$ cat src/rtl/vjtag_readback.sv
// Readback transmitter for the virtual JTAG link: tck-domain byte FIFO
// scanned out as a framed word, popped only after a complete valid scan.
module vjtag_readback #(
    parameter int DATA_W = 8,
    parameter int DEPTH  = 16,
    parameter int AW     = 4
) (
    input  logic              tck,
    input  logic              aclr_n,
    input  logic              tdi,
    input  logic              ir_in,
    input  logic              v_cdr,
    input  logic              v_sdr,
    input  logic              udr,
    input  logic [DATA_W-1:0] wr_data,
    input  logic              wr_valid,
    output logic              wr_ready,
    output logic [AW:0]       fifo_level,
    output logic              overflow,
    output logic              tdo
);

    localparam int FW = DATA_W + AW + 2;
    localparam int CW = $clog2(FW + 1);
    localparam logic [AW:0]   LVL_FULL = (AW + 1)'(DEPTH);
    localparam logic [CW-1:0] CNT_MAX  = CW'(FW);

    typedef enum logic [1:0] {
        IDLE,
        CAPTURED,
        SHIFT,
        COMPLETE
    } state_t;

    state_t state, state_n;

    logic [DATA_W-1:0] mem [DEPTH];
    logic [AW:0]       wr_ptr, rd_ptr;
    logic [FW-1:0]     shift, frame;
    logic [DATA_W-1:0] head;
    logic [CW-1:0]     cnt, cnt_n;
    logic              bypass, cap_valid, udr_q;
    logic              full, empty, push, pop, load;
    logic              udr_rise, shift_en;

    assign fifo_level = wr_ptr - rd_ptr;
    assign full       = (fifo_level == LVL_FULL);
    assign empty      = (wr_ptr == rd_ptr);
    assign wr_ready   = !full;
    assign push       = wr_valid && !full;
    assign udr_rise   = udr && !udr_q;
    assign shift_en   = v_sdr && ir_in;
    assign head       = empty ? '0 : mem[rd_ptr[AW-1:0]];
    assign frame      = {fifo_level, head, !empty};
    assign tdo        = ir_in ? shift[0] : bypass;

    always_ff @(posedge tck) begin
        if (!aclr_n) begin
            state <= IDLE;
        end else begin
            state <= state_n;
        end
    end

    // Capture outranks update so a rescan always restarts cleanly.
    always_comb begin
        state_n = state;
        cnt_n   = cnt;
        load    = 1'b0;
        pop     = 1'b0;
        if (!ir_in) begin
            state_n = IDLE;
        end else if (v_cdr) begin
            state_n = CAPTURED;
            cnt_n   = '0;
            load    = 1'b1;
        end else if (udr_rise) begin
            pop     = (state == COMPLETE) && cap_valid;
            state_n = IDLE;
        end else if (v_sdr && (state == CAPTURED || state == SHIFT)) begin
            cnt_n   = cnt + 1'b1;
            state_n = (cnt_n == CNT_MAX) ? COMPLETE : SHIFT;
        end
    end

    always_ff @(posedge tck) begin
        if (!aclr_n) begin
            wr_ptr    <= '0;
            rd_ptr    <= '0;
            shift     <= '0;
            bypass    <= 1'b0;
            cnt       <= '0;
            overflow  <= 1'b0;
            udr_q     <= 1'b0;
            cap_valid <= 1'b0;
        end else begin
            udr_q  <= udr;
            bypass <= tdi;
            cnt    <= cnt_n;
            if (push) begin
                wr_ptr <= wr_ptr + 1'b1;
            end
            if (pop) begin
                rd_ptr <= rd_ptr + 1'b1;
            end
            if (wr_valid && full) begin
                overflow <= 1'b1;
            end
            if (load) begin
                shift     <= frame;
                cap_valid <= !empty;
            end else if (shift_en) begin
                shift <= {tdi, shift[FW-1:1]};
            end
        end
    end

    always_ff @(posedge tck) begin
        if (push) begin
            mem[wr_ptr[AW-1:0]] <= wr_data;
        end
    end

endmodule

$ cat config.mk
export PLATFORM = sky130hd
export DESIGN_NAME = vjtag_readback
export DESIGN_NICKNAME = d
export VERILOG_FILES = /design/src/rtl/vjtag_readback.sv
export SDC_FILE = /design/constraint.sdc
export NUM_CORES = 1
export LEC_CHECK = 0
export ABC_AREA = 0
export BUFFER_PORTS_ARGS = -buffer_cell sky130_fd_sc_hd__buf_2
export CAP_MARGIN = 20
export CORE_ASPECT_RATIO = 0.6
export CORE_MARGIN = 3
export CORE_UTILIZATION = 60
export DETAILED_ROUTE_END_ITERATION = 8
export GPL_TIMING_DRIVEN = 0
export PLACE_DENSITY_LB_ADDON = 0.25
export SYNTH_ARGS = -nofsm -noshare
export SYNTH_HDL_FRONTEND = slang
export SYNTH_SLANG_ARGS = --single-unit
export TNS_END_PERCENT = 10
$ cat constraint.sdc
create_clock -name tck -period 7.7 [get_ports tck]
set_clock_uncertainty 0.1 [all_clocks]
set_input_delay 1.155 -clock tck [delete_from_list [all_inputs] [get_ports tck]]
set_output_delay 1.155 -clock tck [all_outputs]
set_load 0.01 [all_outputs]
==> run_results.csv <==
group,metric,value,unit
run_status,status,"complete, no violations",
power,power.density,242.2,mW/mm^2
sta,hold_slack,399.8,ps
synthesis,yosysSeqAreaShare,0.6754,
detailed_routing,wl_met1,6762,um
sta,clock.fmax,0.2357,GHz
setup_path,cp-start-kind,"register",
setup_path,worstPathArrival,2990,ps
sta,finalHoldViolCount,0,
clock_network,clock_sink_count,166,
finish,areaGrowthSynthToFinish,12.28,%
clock_network,cts_hold_buf,0,
die,core,0.01081,sq mm
finish,fin_util,0.7079,
setup_path,crit_slowest_cell,"a2111oi_4",
setup_path,r2r_start,"wr_ptr[0]",
grt,grt_pass1_wl,21840,um
setup_path,worst_setup_path_end_kind,"output port",
sta,final-setup-viol-count,0,
setup_path,worst_path_largest_cell_delay,580,ps
die,rows,29,
detailed_routing,drt_iter0_markers,372,
setup_path,reg2reg_slack,4250,ps
grt,overflow,0,
power,ir_worst_vdd,0.2080,mV
clock_network,cts_setup_buffers,0,
clock_network,clkLatencyLatePin,410,ps
clock_network,ctsLongestPathBuffers,2,
detailed_routing,drc_errors,0,
sta,relSlewSlack,0.3014,
sta,tightest_slew,1044,ps
run,drv_cap,0,
grt,antenna_found_initial,0,
place,globalplace.congestion,0.8541,
synthesis,syn_area,0.006818,sq mm
die,chipWidth,143.6,um
synthesis,synth-seq-cells,166,
finish,nets,505,
worst_hold_path,min_path_type,"register to register",
die,die_area,0.01272,sq mm
finish,antennaDiodeCount,0,
detailed_routing,top_layer,"met4",
setup_path,crit_path_end,"wr_ready",
grt,grtUsageTotal,0.2410,
setup_path,cpMostUsedCell,"inv_1",
grt,grt_pass1_vias,3801,
synthesis,avgSynthCellArea,15.64,sq um
sta,post-route-period-util,0.5510,
die,start_util,0.6305,
detailed_routing,avgViaCountPerCell,6.283,
clock_network,cts_root_buf,"clkbuf_16",
setup_path,r2r_end,"mem[13][4]",
clock_network,cts_tree,"done",
setup_path,cp.required,6440,ps
detailed_routing,route.met2.wl,6142,um
synthesis,yosysWarningCount,0,
setup_path,critPathMaxFanout,9,
clock_network,cts.reportedPaths.clkPinSlew,60,ps
sta,min_period,4243,ps
clock_network,ctsResizeCount,0,
synthesis,synthCells,436,
sta,rsz0062_at_grt,"false",
finish,drive_above_1_share,0.1963,
detailed_routing,drtAntennaViolNets,0,
detailed_routing,vias,3946,
place,dp_hpwl,9905,um
place,io_buffers,20,
synthesis,synthDistinctLibCells,42,
detailed_routing,wl_met3,1263,um
power,total_power,1.854,mW
detailed_routing,first_pass_iters,5,
clock_network,cts_max_level,4,
grt,grt_max_degree,17,
finish,layout_common_cells,"edfxtp_1 (128), dfxtp_1 (38), mux4_2 (32)",
synthesis,synth_nets,465,
die,io-pin-count,24,
power,p_leak,2.676,nW
setup_path,worst_r2r_path_depth,10,
sta,finalMaxSlewViolations,0,
finish,mostFrequentLayoutCell,"edfxtp_1",
setup_path,cp_cell_sequence,"inv_1, ha_1, inv_1, fa_1, xor2_1, or3_1, a2111oi_4, inv_1, buf_2",
setup_path,crit_type,"register to output port",
detailed_routing,drt_wl_total,14310,um
die,die_height,88.57,um
setup_path,startpoint,"wr_ptr[0]",
clock_network,cts_buffers,17,
sta,setup-tns-final,0,ps
detailed_routing,wl_per_cell,22.79,um
## worst max-delay path: cells and delay by family, from the launching register on
family | cells | cell delay [ps]
buf+inv | 4 | 430
compound gates | 1 | 580
fa+ha+maj | 2 | 610
flops | 1 | 350
simple gates | 1 | 370
xor+xnor | 1 | 220
## per-stage QoR
step	instance area, sq um	std cells	setup WS, ps
2_1_floorplan	6818	436	4263
3_3_place_gp	7092	595	3932
3_5_place_dp	7099	596	3898
4_1_cts	7655	628	3449
5_1_grt	7655	628	3281
6_report	7655	628	3457
## cell type report
class / count / area [sq um]
repair buffers: 21 / 107.6
multi-input cells: 235 / 2052
inverters: 10 / 37.54
clock buffers: 24 / 510.5
fillers: 700 / 3158
clock inverters: 8 / 45.04
plain buffers: 25 / 123.9
well taps: 139 / 173.9
flip-flops and latches: 166 / 4604
## cell families (layout without fill, tap and decap cells)
logic type | Yosys count | count (layout) | share of synthesized area
DFF | 166 | 166 | 0.6754
AOI/OAI and AO/OA | 67 | 67 | 0.06644
xor gates and xnor gates | 8 | 8 | 0.01028
adders and majority gates | 13 | 13 | 0.02496
buffers and inverters | 35 | 88 | 0.02367
muxes | 38 | 38 | 0.1147
and+or+nand+nor | 109 | 109 | 0.08460
## layer usage
metal  vias to the layer above  global-route usage
met5                         -                   0
met4                         0             0.07179
met3                        14             0.06048
met2                       166              0.3408
met1                      2003              0.3754
li1                       1763                   -
## sequential cells by signal, summed over array words and instances (netlist names), named ones only
signal and count:
wr_ptr 5, mem 128, cap_valid 1, overflow 1, rd_ptr 5, bypass 1, shift 14, cnt 4
udr_q 1, state 2
## synthesized netlist by cell type
cell | n | area (sq um)
nand2_1 | 21 | 78.83
a21boi_0 | 2 | 15.01
nand3_1 | 7 | 35.03
a32o_1 | 1 | 10.01
mux2_2 | 1 | 11.26
nor2b_2 | 1 | 8.760
a21o_1 | 1 | 7.510
nor3b_1 | 1 | 7.510
xor2_1 | 5 | 43.79
a2111oi_4 | 1 | 27.53
dfxtp_1 | 38 | 760.7
a21oi_1 | 15 | 75.07
nand3b_1 | 1 | 7.510
and3b_1 | 1 | 8.760
buf_2 | 3 | 15.01
inv_1 | 10 | 37.54
a31oi_1 | 1 | 6.260
buf_1 | 1 | 3.750
a22o_1 | 1 | 8.760
fa_1 | 1 | 20.02
xnor2_1 | 3 | 26.28
mux4_2 | 32 | 720.7
nor3_1 | 5 | 25.02
and2_1 | 12 | 75.07
o21ai_0 | 19 | 95.09
nor4b_1 | 1 | 8.760
or3_4 | 1 | 11.26
clkbuf_1 | 15 | 56.30
o211a_1 | 1 | 10.01
a22oi_1 | 17 | 127.6
nand4_1 | 4 | 25.02
buf_4 | 5 | 37.54
a221oi_1 | 8 | 70.07
buf_6 | 1 | 11.26
nor2b_1 | 14 | 87.58
mux2i_1 | 5 | 50.05
or3_1 | 3 | 18.77
nand2b_1 | 3 | 18.77
edfxtp_1 | 128 | 3844
ha_1 | 12 | 150.1
and3_1 | 13 | 81.33
nor2_1 | 21 | 78.83
## how the worst min path moves through the flow
| stage | slack (ps) | start | cells past startpoint | endpoint |
|---|---|---|---|---|
| 2_1_floorplan | 370 | shift[2] | 2 | shift[1] |
| 3_3_place_gp | 370 | overflow | 2 | overflow |
| 3_5_place_dp | 390 | overflow | 2 | overflow |
| 4_1_cts | 410 | overflow | 2 | overflow |
| 5_1_grt | 420 | overflow | 2 | overflow |
| 6_report | 400 | overflow | 2 | overflow |
## report_power, final
group / switching [mW] / total (mW) / internal [mW]
Clock: 0.322 / 0.784 / 0.462
Combinational: 0.0538 / 0.0825 / 0.0287
Sequential: 0.00719 / 0.987 / 0.980
Total: 0.383 / 1.85 / 1.47
No activity file was read; power rests on OpenSTA's default activity.
